File: config.mk
export PLATFORM = sky130hd
export DESIGN_NAME = conv_mdc_frame_sequencer_flat
export DESIGN_NICKNAME = d
export VERILOG_FILES = /design/src/rtl/conv_mdc_frame_sequencer_if.sv /design/src/rtl/conv_mdc_frame_sequencer.sv /design/src/flat_wrapper.sv
export SDC_FILE = /design/constraint.sdc
export NUM_CORES = 1
export LEC_CHECK = 0
export CAP_MARGIN = 40
export CORE_MARGIN = 1
export CORE_UTILIZATION = 56
export CTS_CLUSTER_DIAMETER = 120
export DETAILED_ROUTE_END_ITERATION = 10
export PLACE_DENSITY_LB_ADDON = 0.15
export SETUP_SLACK_MARGIN = 0.15
export SLEW_MARGIN = 20
export SYNTH_ARGS = -nofsm -noshare
export SYNTH_HDL_FRONTEND = slang
export SYNTH_SLANG_ARGS = --single-unit
File: constraint.sdc
create_clock -name clk_i -period 6.4 [get_ports clk_i]
set_input_delay 1.28 -clock clk_i [delete_from_list [all_inputs] [get_ports clk_i]]
set_output_delay 1.28 -clock clk_i [all_outputs]
set_load 0.1 [all_outputs]
File: src/rtl/conv_mdc_frame_sequencer_if.sv
// conv_mdc_frame_sequencer_if: upstream pixel stream, kernel src stream and observed kernel dst stream.
// The slave side is the sequencer; the master side is everything around it.
interface conv_mdc_frame_sequencer_if;
    logic up_valid;
    logic up_ready;
    logic kin_valid;
    logic kin_ready;
    logic kout_valid;
    logic kout_ready;

    modport master (
        output up_valid, kin_ready, kout_valid, kout_ready,
        input  up_ready, kin_valid
    );

    modport slave (
        input  up_valid, kin_ready, kout_valid, kout_ready,
        output up_ready, kin_valid
    );
endinterface

File: src/rtl/conv_mdc_frame_sequencer.sv
// conv_mdc_frame_sequencer: runs one conv_mdc frame per job, admitting exactly width*height pixels
// and signalling done once as many kernel outputs have left, with a drain watchdog.
module conv_mdc_frame_sequencer #(
    parameter int unsigned DIM_W   = 16,
    parameter int unsigned TIMEOUT = 1024
) (
    input  logic                      clk_i,
    input  logic                      rst_ni,
    input  logic                      clear_i,
    input  logic                      start_i,
    input  logic [DIM_W-1:0]          width_i,
    input  logic [DIM_W-1:0]          height_i,
    conv_mdc_frame_sequencer_if.slave strm,
    output logic                      busy_o,
    output logic                      idle_o,
    output logic                      done_o,
    output logic                      err_o,
    output logic [1:0]                err_code_o,
    output logic [2*DIM_W-1:0]        in_cnt_o,
    output logic [2*DIM_W-1:0]        out_cnt_o
);
    localparam int unsigned CW  = 2 * DIM_W;
    localparam int unsigned WDW = $clog2(TIMEOUT + 1);

    typedef enum logic [2:0] {IDLE, LOAD, RUN, DRAIN, DONE} state_e;

    state_e           state_q, state_d;
    logic [DIM_W-1:0] w_q, w_d, h_q, h_d;
    logic [CW-1:0]    total_q, total_d;
    logic [CW-1:0]    in_cnt_q, in_cnt_d, out_cnt_q, out_cnt_d;
    logic [WDW-1:0]   wd_q, wd_d;
    logic             err_q, err_d;
    logic [1:0]       code_q, code_d;
    logic             gate, in_hs, out_hs, in_last, out_last, wd_fire;

    // The input gate is open only in RUN, which is left on the final input handshake.
    assign gate           = state_q == RUN;
    assign strm.kin_valid = gate & strm.up_valid;
    assign strm.up_ready  = gate & strm.kin_ready;
    assign in_hs          = gate & strm.up_valid & strm.kin_ready;
    assign out_hs         = (state_q == RUN || state_q == DRAIN) & strm.kout_valid & strm.kout_ready;
    assign in_last        = in_hs && (in_cnt_q + 1'b1 == total_q);
    assign out_last       = out_hs && (out_cnt_q + 1'b1 == total_q);
    assign wd_fire        = state_q == DRAIN && wd_q == WDW'(TIMEOUT);

    always_comb begin
        state_d   = state_q;
        w_d       = w_q;
        h_d       = h_q;
        total_d   = total_q;
        in_cnt_d  = in_hs ? in_cnt_q + 1'b1 : in_cnt_q;
        out_cnt_d = out_hs ? out_cnt_q + 1'b1 : out_cnt_q;
        wd_d      = (state_q == DRAIN && !out_hs) ? wd_q + 1'b1 : '0;
        err_d     = 1'b0;
        code_d    = code_q;
        case (state_q)
            IDLE: begin
                if (start_i && (width_i == '0 || height_i == '0)) begin
                    err_d  = 1'b1;
                    code_d = 2'b01;
                end else if (start_i) begin
                    w_d       = width_i;
                    h_d       = height_i;
                    in_cnt_d  = '0;
                    out_cnt_d = '0;
                    code_d    = 2'b00;
                    state_d   = LOAD;
                end
            end
            LOAD: begin
                total_d = CW'(w_q) * CW'(h_q);
                state_d = RUN;
            end
            RUN:     state_d = out_last ? DONE : in_last ? DRAIN : RUN;
            DRAIN:   state_d = (out_last || wd_fire) ? DONE : DRAIN;
            DONE:    state_d = IDLE;
            default: state_d = IDLE;
        endcase
        if (start_i && state_q != IDLE) begin
            err_d  = 1'b1;
            code_d = 2'b10;
        end
        // A watchdog expiry outranks a simultaneous busy start in the reported code.
        if (state_q == DRAIN && !out_hs && wd_d == WDW'(TIMEOUT)) begin
            err_d  = 1'b1;
            code_d = 2'b11;
        end
    end

    always_ff @(posedge clk_i or negedge rst_ni) begin
        if (!rst_ni) begin
            state_q   <= IDLE;
            w_q       <= '0;
            h_q       <= '0;
            total_q   <= '0;
            in_cnt_q  <= '0;
            out_cnt_q <= '0;
            wd_q      <= '0;
            err_q     <= 1'b0;
            code_q    <= 2'b00;
        end else if (clear_i) begin
            state_q   <= IDLE;
            w_q       <= '0;
            h_q       <= '0;
            total_q   <= '0;
            in_cnt_q  <= '0;
            out_cnt_q <= '0;
            wd_q      <= '0;
            err_q     <= 1'b0;
            code_q    <= 2'b00;
        end else begin
            state_q   <= state_d;
            w_q       <= w_d;
            h_q       <= h_d;
            total_q   <= total_d;
            in_cnt_q  <= in_cnt_d;
            out_cnt_q <= out_cnt_d;
            wd_q      <= wd_d;
            err_q     <= err_d;
            code_q    <= code_d;
        end
    end

    assign busy_o     = state_q != IDLE;
    assign idle_o     = state_q == IDLE;
    assign done_o     = state_q == DONE;
    assign err_o      = err_q;
    assign err_code_o = code_q;
    assign in_cnt_o   = in_cnt_q;
    assign out_cnt_o  = out_cnt_q;
endmodule

File: src/flat_wrapper.sv
// flat-port wrapper written by rule: the top's interface ports become plain ports
module conv_mdc_frame_sequencer_flat 
#(
    parameter int unsigned DIM_W   = 16,
    parameter int unsigned TIMEOUT = 1024
)
  (clk_i, rst_ni, clear_i, start_i, width_i, height_i, busy_o, idle_o, done_o, err_o, err_code_o, in_cnt_o, out_cnt_o, strm_up_valid, strm_kin_ready, strm_kout_valid, strm_kout_ready, strm_up_ready, strm_kin_valid);
  conv_mdc_frame_sequencer_if strm_i ();
  input  logic clk_i;
  input  logic rst_ni;
  input  logic clear_i;
  input  logic start_i;
  input  logic [DIM_W-1:0] width_i;
  input  logic [DIM_W-1:0] height_i;
  output logic busy_o;
  output logic idle_o;
  output logic done_o;
  output logic err_o;
  output logic [1:0] err_code_o;
  output logic [2*DIM_W-1:0] in_cnt_o;
  output logic [2*DIM_W-1:0] out_cnt_o;
  input wire logic [$bits(strm_i.up_valid)-1:0] strm_up_valid;
  input wire logic [$bits(strm_i.kin_ready)-1:0] strm_kin_ready;
  input wire logic [$bits(strm_i.kout_valid)-1:0] strm_kout_valid;
  input wire logic [$bits(strm_i.kout_ready)-1:0] strm_kout_ready;
  output wire logic [$bits(strm_i.up_ready)-1:0] strm_up_ready;
  output wire logic [$bits(strm_i.kin_valid)-1:0] strm_kin_valid;
  assign strm_i.up_valid = strm_up_valid;
  assign strm_i.kin_ready = strm_kin_ready;
  assign strm_i.kout_valid = strm_kout_valid;
  assign strm_i.kout_ready = strm_kout_ready;
  assign strm_up_ready = strm_i.up_ready;
  assign strm_kin_valid = strm_i.kin_valid;
  conv_mdc_frame_sequencer #(.DIM_W(DIM_W), .TIMEOUT(TIMEOUT)) u_core (.clk_i(clk_i), .rst_ni(rst_ni), .clear_i(clear_i), .start_i(start_i), .width_i(width_i), .height_i(height_i), .strm(strm_i), .busy_o(busy_o), .idle_o(idle_o), .done_o(done_o), .err_o(err_o), .err_code_o(err_code_o), .in_cnt_o(in_cnt_o), .out_cnt_o(out_cnt_o));
endmodule
==> results of run 1 <==
-- what timing repair did --
item,CTS,global route
endpoints found under the setup margin,0,12
resized for setup,0,20
buffers inserted,0,3
-- sequential cells by signal, summed over array words and instances (netlist names) --
| signal | cells |
|---|---|
| u_core.err_code_o | 2 |
| u_core.err_o | 1 |
| u_core.h_q | 16 |
| u_core.in_cnt_o | 32 |
| u_core.out_cnt_o | 32 |
| u_core.state_q | 3 |
| u_core.total_q | 32 |
| u_core.w_q | 16 |
| u_core.wd_q | 11 |
-- power by group --
part | internal (mW) | switching, mW
logic | 0.625 | 1.01
clock network | 0.559 | 0.477
registers | 0.984 | 0.205
total | 2.17 | 1.69
-- metrics by stage --
| stage | util, % | hold slack (ps) | std cells | cell area [um2] |
|---|---|---|---|---|
| final | 68.8 | 537 | 2567 | 20500 |
| after CTS | 68.3 | 551 | 2561 | 20400 |
| after detailed placement | 66.3 | 541 | 2529 | 19800 |
| after floorplan | - | 479 | 2015 | 17100 |
| after global placement | 62.3 | 517 | 2457 | 18600 |
| after global routing | 68.8 | 577 | 2567 | 20500 |
-- final timing paths --
kind	to	slack, ps	cells after the start
max	u_core.total_q[24]$_DFFE_PN0P_	320	20
max reg2reg	u_core.total_q[24]$_DFFE_PN0P_	320	20
min reg2reg	u_core.wd_q[0]$_DFF_PN0_	540	1
min	u_core.wd_q[0]$_DFF_PN0_	540	1
max in group asynchronous	u_core.total_q[2]$_DFFE_PN0P_	4360	4
min in group asynchronous	u_core.wd_q[3]$_DFF_PN0_	750	1
-- routing by layer --
layer  global-route usage, %  up-vias
met4                    9.20        0
li1                        -     6823
met3                    5.76       89
met2                    51.5      579
met1                    43.6     7483
met5                       0        -
-- cells in the mapped netlist (20+ instances only) --
master and count:
sky130_fd_sc_hd__nor4_1 25, sky130_fd_sc_hd__and3_1 20, sky130_fd_sc_hd__or3_1 25, sky130_fd_sc_hd__dfrtp_1 145, sky130_fd_sc_hd__nand2_1 314, sky130_fd_sc_hd__a21oi_1 114, sky130_fd_sc_hd__inv_1 255, sky130_fd_sc_hd__ha_1 108
sky130_fd_sc_hd__nand3_1 50, sky130_fd_sc_hd__and2_1 122, sky130_fd_sc_hd__fa_1 194, sky130_fd_sc_hd__clkbuf_1 76, sky130_fd_sc_hd__nand4_1 37, sky130_fd_sc_hd__o21ai_0 52, sky130_fd_sc_hd__nor2_1 116, sky130_fd_sc_hd__xor2_1 59
sky130_fd_sc_hd__xnor2_1 96, sky130_fd_sc_hd__nor3_1 27
-- final cells by class --
class	instances	area share (%)
Clock buffer	18	2.14
Sequential cell	145	17.8
Multi-Input combinational cell	1520	59.3
Inverter	255	4.66
Timing Repair Buffer	225	13.1
Tap cell	390	2.38
Clock inverter	14	0.694
-- kinds of logic after synthesis --
kind of cell	after synthesis	share of synthesized area, %
flops	145	21.2
fa+ha+maj	302	30.6
xor+xnor	155	7.92
compound gates	251	8.99
mux	2	0.117
simple gates	810	23.4
buf+inv	350	7.84
==> results, run 1 <==
- The run finished with clean final reports.
- Synthesis inferred between 100 and 150 register bits.
- After clock tree synthesis, the clock-pin slew on the worst setup and hold paths is 70 ps.
- Fill cells in the final layout number 2382.
- The count of pins on the block boundary is 112.
- The count of unique library cells instantiated by Yosys is 75.
- The post-route clock skew is 11.0 ps.
- Row generation in the floorplan step produced 63 rows.
- The horizontal extent of the die is between 150 and 200 um.
- Counting every instance in the synthesized netlist gives 2015.
- The count of input and output buffers is between 100 and 150.
- Clock tree synthesis selected as its root buffer the cell sky130_fd_sc_hd__clkbuf_16.
- From bottom edge to top edge, the die measures 177 um.
- The total wirelength of the detailed-routed design is 47500 um.
- Using the TritonRoute via totals, the vias-per-cell ratio works out to 5.83.
- For this run, the total global-route usage over all layers was measured as 31.8%.
- The most common cell type on the critical path is sky130_fd_sc_hd__fa_1.
- Setup repair after global routing left no endpoint under its margin.
- The TritonCTS clock tree is yes.
- The number of failing hold endpoints at the final stage is 0.
- Counting I/O delays and the setup requirement, the final critical path takes 6080 ps.
- The top cell type's share of synthesized area is 22.7%.
- The effective utilization at floorplan is 57.3%.
- The largest fanout on the critical path is 11.
- The cell type of the slowest stage on the worst timing path is sky130_fd_sc_hd__dfrtp_1.
- Dividing the detail-routed wire length by the instance count gives 18.5 um.
- The launch instance of the worst min-delay path is u_core.wd_q[0]$_DFF_PN0_.
- The number of vias after detailed routing is 14974.
- The count of nets left with antenna violations once routing finished came out at 0.
- The achievable clock frequency is 0.164 GHz.
- The die area is 31300 um2.
- The count of synthesis-stage warnings from yosys is 0.
- The hold buffer count at cts is 0.
- Measured against its own limit, the worst slew margin works out to 40.8%.
- Routed signal wires occupy layers up through met4.
- STA classifies the critical path startpoint as a register.
- In this run the static leakage power is 9.32 nW.
- The stage delay of the slowest cell on the critical path is just under 600 ps.
- The worst path meets setup with 318 ps of slack.
- The deepest clock path buffer count is 2.
- The critical path contains buffers and inverters numbering 4 combined.
- In the layout the commonest cells are sky130_fd_sc_hd__nand2_1 (314), sky130_fd_sc_hd__inv_1 (255), sky130_fd_sc_hd__fa_1 (194).
- The sum of overflow across all layers after global routing is 0.
- The fraction of layout instances using a drive strength above 1 is about 8.8%.
- The wire length of the first global-routing pass is 77000 um.
- Across the VDD grid, the largest voltage drop is 0.409 mV.
- Timing analysis after detailed placement gives a worst setup slack of approximately 220 ps.
- The number of antenna violations at the first check in global routing is 1.
- Relative to the synthesized area, the layout overhead comes to 19.9%.
- Before antenna repair, the detailed router went through 6 iterations.
- The detailed router finished its first iteration with 1242 violations.
- The area taken by flip-flops and latches is 3650 um2.
- Dividing the synthesized area by the synthesized cell count gives 8.50 um2.
- The final weighted congestion in routability-driven placement is 0.960.
- The netlist area before placement is 17100 um2.
- The pin count of the biggest net entering global routing is 87.
- sky130_fd_sc_hd__fa_1 takes more of the synthesized area than any other cell.
- Walking the worst path, the cells encountered are nand2_1 > fa_1 > fa_1 > fa_1 > fa_1 > inv_1 > fa_1 > inv_1 > fa_1 > inv_1 > ha_1 > a21o_1 > a21o_1 > a21oi_2 > o22ai_1 > a211oi_1 > buf_4 > o21bai_1 > a21o_1 > a211o_1.
- The launch point of the worst path is u_core.h_q[3]$_DFFE_PN0P_.
- The H-tree was split into 4 levels.
- The multi-input combinational cells in the finished layout cover a total of 12200 um2.
- After synthesis, the cell types taking the most area are sky130_fd_sc_hd__fa_1 (23%), sky130_fd_sc_hd__dfrtp_1 (21%), sky130_fd_sc_hd__ha_1 (7.9%).
- The register area share after synthesis is 21.2%.
- Setup violations remaining at the end of the flow were counted as 0.
- The data required time at the worst endpoint is 6730 ps.
- STA classifies the critical path endpoint as a register.
- The wire length on met2 is 23000 um.
- At the worst endpoint, the arrival time is 6410 ps.
- The CTS sink count is 145.
- The cell class contributing the biggest share of worst-path delay is adder cells.
- Max-cap violations in this run came to 0.
- In this run, CTS created clock tree buffers numbering 17.
- The post-route total power is 3.86 mW.
- After routing, the total negative slack on setup checks comes to 0 ps.
- The total area inside the core boundary comes to around 30000 um2.
- The layout net count is 2506.
- The routed metal-1 wire length is 20000 um.
- The actual slew at the worst max-slew pin is between 800 and 900 ps.
- The most common flop cell mapped by yosys is sky130_fd_sc_hd__dfrtp_1.
- The total length of routed met3 wires is 3500 um.
- The final critical-path share of the clock period is roughly 95%.
- The remaining routing DRC violations is 0.
- Once detailed placement completed, the half-perimeter wirelength came to 36900 um.
- The critical path is of the register to register type.
- The class of the tightest hold or removal check is register to register.
- The library cell used most frequently in the layout, excluding fill and tap cells, is sky130_fd_sc_hd__nand2_1.
- Counting flops with an async set or reset pin after synthesis yields a share of between 90% and 100%.
- The launch point of the worst reg-to-reg path is u_core.h_q[3]$_DFFE_PN0P_.
- 0 antenna diodes ended up in the layout.
- Power spread over the standard cell area amounts to 188 nW/um2.
- When the netlist entered floorplanning its net count stood at 2357.
- The number of max-slew violations in the final report was 0.
- The clock network latency to the later pin of the worst-skew pair is between 400 and 500 ps.
- The via count of the first global-routing pass is 14937.
- Yosys mapped a number of flops with a built-in enable equal to 0.
Power figures use the tool's default switching activity.
==> run 2, diff against run 1 <==
--- a/config.mk
+++ b/config.mk
@@ -5,6 +5,7 @@
 export SDC_FILE = /design/constraint.sdc
 export NUM_CORES = 1
 export LEC_CHECK = 0
+export ABC_AREA = 1
 export CAP_MARGIN = 40
 export CORE_MARGIN = 1
 export CORE_UTILIZATION = 56
==> results, run 2 <==
- Of all nets on the critical path, the largest fanout is 11.
- Of the total power, the share spent switching nets is 39.4%.
- The remaining routing DRC violations is 0.
- The stage delay of the slowest cell on the critical path is 710 ps.
- At the pin with the least slew margin, the transition time is 677 ps.
- The count of unique library cells instantiated by Yosys is 47.
- The register area share after synthesis is 20.4%.
- The worst supply voltage drop on vdd is 0.212 mV.
- The number of max-slew violations in the final report is 0.
- The capturing point of the worst reg2reg path is u_core.total_q[23]$_DFFE_PN0P_.
- Counting every sink on the clock net gives 145.
- The initial DRC count is 1571.
- The final worst slack is 434 ps.
- The end point of the critical path is u_core.total_q[23]$_DFFE_PN0P_.
- The launch point of the worst reg-to-reg path is u_core.w_q[3]$_DFFE_PN0P_.
- The number of vias after detailed routing is 17301.
- The reg-to-reg setup timing slack is about 430 ps.
- The fraction of the core area covered by cells at the end of the flow is 68.3%.
- The routed design could run at a clock period as short as 5970 ps.
- The run finished with clean final reports.
- The launch point of the worst path is u_core.w_q[3]$_DFFE_PN0P_.
- The most common cell in the synthesized netlist is sky130_fd_sc_hd__nand2_1.
- The post-synthesis async set-or-reset flop share is between 90% and 100%.
- During I/O placement, the number of pins put on the boundary was 112.
- The horizontal extent of the die is between 150 and 200 um.
- The sum of overflow across all layers after global routing is 0.
- Power spread over the standard cell area amounts to 148 nW/um2.
- The kind of end point of the critical path is a register.
- The initial utilization of the core area, before any placement, comes to around 58%.
- The total wirelength of the detailed-routed design is 56900 um.
- The die covers 32500 um2.
- Of the total synthesized cell area, the portion taken by AND, OR, NAND and NOR gates is a little over a quarter.
- The number of antenna violations at the first check in global routing was 0.
- The clock share of power is 34.7%.
- Entering global routing, the biggest net connects slightly above 80 pins.
- For this design the static power due to leakage is 11.0 nW.
- The number of failing setup endpoints in the final timing report is 0.
- The most frequent standard cell in the layout excluding fill and tap cells is sky130_fd_sc_hd__nand2_1.
- The first-pass iteration count of the detailed router is 8.
- Across the routed clock network, the largest skew measured is 16.9 ps.
- Counting buffers and inverters, the worst setup path is 23 cells deep.
- After filler insertion, the fill cell instance count of the layout stands at 2607.
- The post-synthesis area per instance is 7.10 um2.
- Routability-driven placement finished with a final weighted congestion of 0.966.
- The repair_antennas step left the layout with diodes totalling 0.
- Combinational logic is responsible for a little under a third of the overall power.
- The final critical-path share of the clock period is 93.2%.
- The share of the synthesized netlist area taken by xor and xnor gates is 2.17%.
- The worst setup slack before clock tree synthesis is 367 ps.
- Of the post-synthesis cell area, the part taken by muxes is 0.0562%.
- The netlist area before placement is about 18000 um2.
- The post-synthesis instance total is 2511.
- After synthesis the netlist holds a flip-flop and latch count of ~150.
- The number of buffers inserted by post-CTS setup repair is 0.
- After detailed routing, the average wire length per cell comes to 18.6 um.
- Max-cap violations in this run came to 0.
- The critical path goes through buf_4 > nand2_1 > inv_1 > fa_1 > fa_1 > fa_1 > fa_1 > fa_1 > inv_1 > fa_1 > inv_1 > ha_1 > nand2_1 > nor2_1 > inv_1 > nor3_1 > a21oi_1 > o21ai_1 > inv_1 > o21ai_0 > nand2_1 > nand2_1 > o21ai_0.
- Measured in cells, the most critical reg-to-reg path has a length of 23.
- The root buffer selected by CTS is sky130_fd_sc_hd__clkbuf_16.
- The clock slew seen by the registers of the worst setup and hold paths is approximately 70 ps.
- In this run the standard cell core region covers 30900 um2.
- The wire length of the first global-routing pass is around 90000 um.
- The fraction of layout instances using a drive strength above 1 is 6.99%.
- Yosys attributes the largest share of cell area to sky130_fd_sc_hd__fa_1 (22%), sky130_fd_sc_hd__dfrtp_1 (20%), sky130_fd_sc_hd__nand2_1 (15%).
- The count of synthesis-stage warnings from yosys is 0.
- In this run the power spent charging and discharging nets is 1.23 mW.
- For this run, the post-layout net count is 2989.
- The combinational family with the most area after synthesis is adder cells.
- Measured along the y axis, the die boundary spans 180 um.
- The deepest clock path buffer count is 2.
- In the layout the commonest cells are sky130_fd_sc_hd__nand2_1 (708), sky130_fd_sc_hd__inv_1 (501), sky130_fd_sc_hd__nor2_1 (211).
- The number of flops mapped to enable cells by yosys is 0.
- The cell type of the slowest stage on the worst timing path is sky130_fd_sc_hd__dfrtp_1.
- The count of input and output buffers is around 110.
- The buffering stage count on the worst path with inverters included is 6.
- The data arrival time of the critical path is 6290 ps.
- The growth of design area from synthesis to finish is 18.5%.
- By count the netlist is led by sky130_fd_sc_hd__nand2_1 (709), sky130_fd_sc_hd__inv_1 (501), sky130_fd_sc_hd__nor2_1 (212).
- The most common flop cell mapped by yosys is sky130_fd_sc_hd__dfrtp_1.
- The number of standard-cell rows in the floorplan is 64.
- The path class of the tightest hold or removal check is register to register.
- The dominant cell type by area after synthesis is sky130_fd_sc_hd__fa_1.
- The instance count after placement with tap cells included is 3023.
- The TritonCTS clock tree is yes.
- Setup repair after global routing left no endpoint under its margin.
- The clock network latency to the later pin of the worst-skew pair is 450 ps.
- The synthesized netlist devotes 8.17% of its cell area to compound gates.
- The remaining number of nets flagged by the antenna check after routing is 0.
- After detailed routing, the number of vias per cell comes to around 5.7.
- In the final timing run, aggregate negative setup slack is 0 ps.
- Counting stages on the worst path, the most repeated cell is sky130_fd_sc_hd__fa_1.
- The total global-route track usage is 35.9%.
- STA classifies the critical path startpoint as a register.
- STA puts the critical path data required time at 6720 ps.
- The HPWL after detailed placement is between 40000 and 50000 um.
- Derived from the worst setup path, the maximum achievable clock frequency is about 0.17 GHz.
- The critical path in this run is classified as register to register.
- Broken down by cell family, the worst path's largest delay share belongs to adder cells.
- CTS built an H-tree with a depth of 4.
- The via count of the first global-routing pass is 16980.
- The internal power of the cells totals 1.90 mW.
- The number of buffers added by the clock tree synthesis step is 17.
- When the netlist entered floorplanning its net count stood at approximately 2900.
- The number of failing hold endpoints at the final stage is 0.
- The finished layout holds about 3100 standard cells, fillers aside.
- The top cell type's share of synthesized area is 21.8%.
- Registers are responsible for 34.4% of the overall power.
- The adder and majority gate portion of the synthesized area is a little under 30%.
- The headroom to the max-slew limit is 54.9%.
==> run 2: cell count changes in the layout (fill, tap and decap cells not counted), sizes merged, moves of 30 or more <==
cell    change
nand2     +396
nand3     +111
xnor2      -86
nor2      +112
and2      -117
xor2       -30
inv       +249
a211oi     +34
==> run 2: cell type report <==
cell class                      instances  area, um2  share of cell area, %
Multi-Input combinational cell       1759      11900                   56.4
Clock buffer                           17        425                   2.01
Timing Repair Buffer                  221       2550                   12.1
Inverter                              503       1890                   8.94
Clock inverter                         15        188                  0.889
Tap cell                              396        495                   2.35
Sequential cell                       145       3650                   17.3
==> run 2: cells by family (layout without fill, tap and decap cells) <==
group / after synthesis / after routing
adders and majority gates: 302 / 302
AOI/OAI and AO/OA: 247 / 247
xor gates and xnor gates: 41 / 41
and+or+nand+nor: 1168 / 1168
muxes: 1 / 1
buffers and inverters: 607 / 756
DFF: 145 / 145
==> run 2: worst min-delay path by stage <==
stage / start / endpoint / slack [ps] / cells past startpoint
after floorplan: u_core.wd_q[0]$_DFF_PN0_ / u_core.wd_q[0]$_DFF_PN0_ / 450 / 1
after global placement: u_core.wd_q[0]$_DFF_PN0_ / u_core.wd_q[0]$_DFF_PN0_ / 470 / 1
after detailed placement: u_core.wd_q[0]$_DFF_PN0_ / u_core.wd_q[0]$_DFF_PN0_ / 500 / 1
after CTS: u_core.wd_q[0]$_DFF_PN0_ / u_core.wd_q[0]$_DFF_PN0_ / 510 / 1
after global routing: u_core.wd_q[0]$_DFF_PN0_ / u_core.wd_q[0]$_DFF_PN0_ / 550 / 1
final: u_core.wd_q[0]$_DFF_PN0_ / u_core.wd_q[0]$_DFF_PN0_ / 520 / 1
==> run 2: power by group through the flow <==
stage	registers, mW	logic [mW]	clock network [mW]
CTS	1.07	0.959	1.09
global route	1.08	1.07	1.13
detailed placement	1.09	0.952	0
finish	1.08	0.967	1.09
floorplan	1.05	0.610	0
global placement	1.08	0.889	0
==> run 2: repair_timing <==
action | in CTS | in global routing
hold buffers | 0 | 0
gates resized for setup | 0 | 19
setup endpoints to repair | 0 | 8
==> run 2: routing by layer <==
metal	track usage, %	vias up	share of wire [%]	wire [um]
met5	0	-	0	0
met3	6.67	139	9.8	5570
met1	49.0	8327	41	23100
li1	-	7990	-	-
met4	12.0	0	3.4	1930
met2	57.8	845	46	26300
==> run 2: worst register-to-register path: stages, from the launching register on <==
cell and delay, ps:
sky130_fd_sc_hd__dfrtp_1 710, sky130_fd_sc_hd__buf_4 240, sky130_fd_sc_hd__nand2_1 60, sky130_fd_sc_hd__inv_1 100
sky130_fd_sc_hd__fa_1 430, sky130_fd_sc_hd__fa_1 430, sky130_fd_sc_hd__fa_1 550, sky130_fd_sc_hd__fa_1 440
sky130_fd_sc_hd__fa_1 490, sky130_fd_sc_hd__inv_1 50, sky130_fd_sc_hd__fa_1 470, sky130_fd_sc_hd__inv_1 40
sky130_fd_sc_hd__ha_1 360, sky130_fd_sc_hd__nand2_1 90, sky130_fd_sc_hd__nor2_1 110, sky130_fd_sc_hd__inv_1 70
sky130_fd_sc_hd__nor3_1 260, sky130_fd_sc_hd__a21oi_1 150, sky130_fd_sc_hd__o21ai_1 280, sky130_fd_sc_hd__inv_1 80
sky130_fd_sc_hd__o21ai_0 230, sky130_fd_sc_hd__nand2_1 90, sky130_fd_sc_hd__nand2_1 60, sky130_fd_sc_hd__o21ai_0 70
==> run 2: through the flow <==
stage | cell area [um2] | hold slack [ps] | total power, mW
floorplan | 17800 | 452 | 1.66
global placement | 19300 | 474 | 1.97
detailed placement | 20500 | 504 | 2.04
CTS | 21100 | 515 | 3.12
global route | 21100 | 547 | 3.28
finish | 21100 | 519 | 3.13
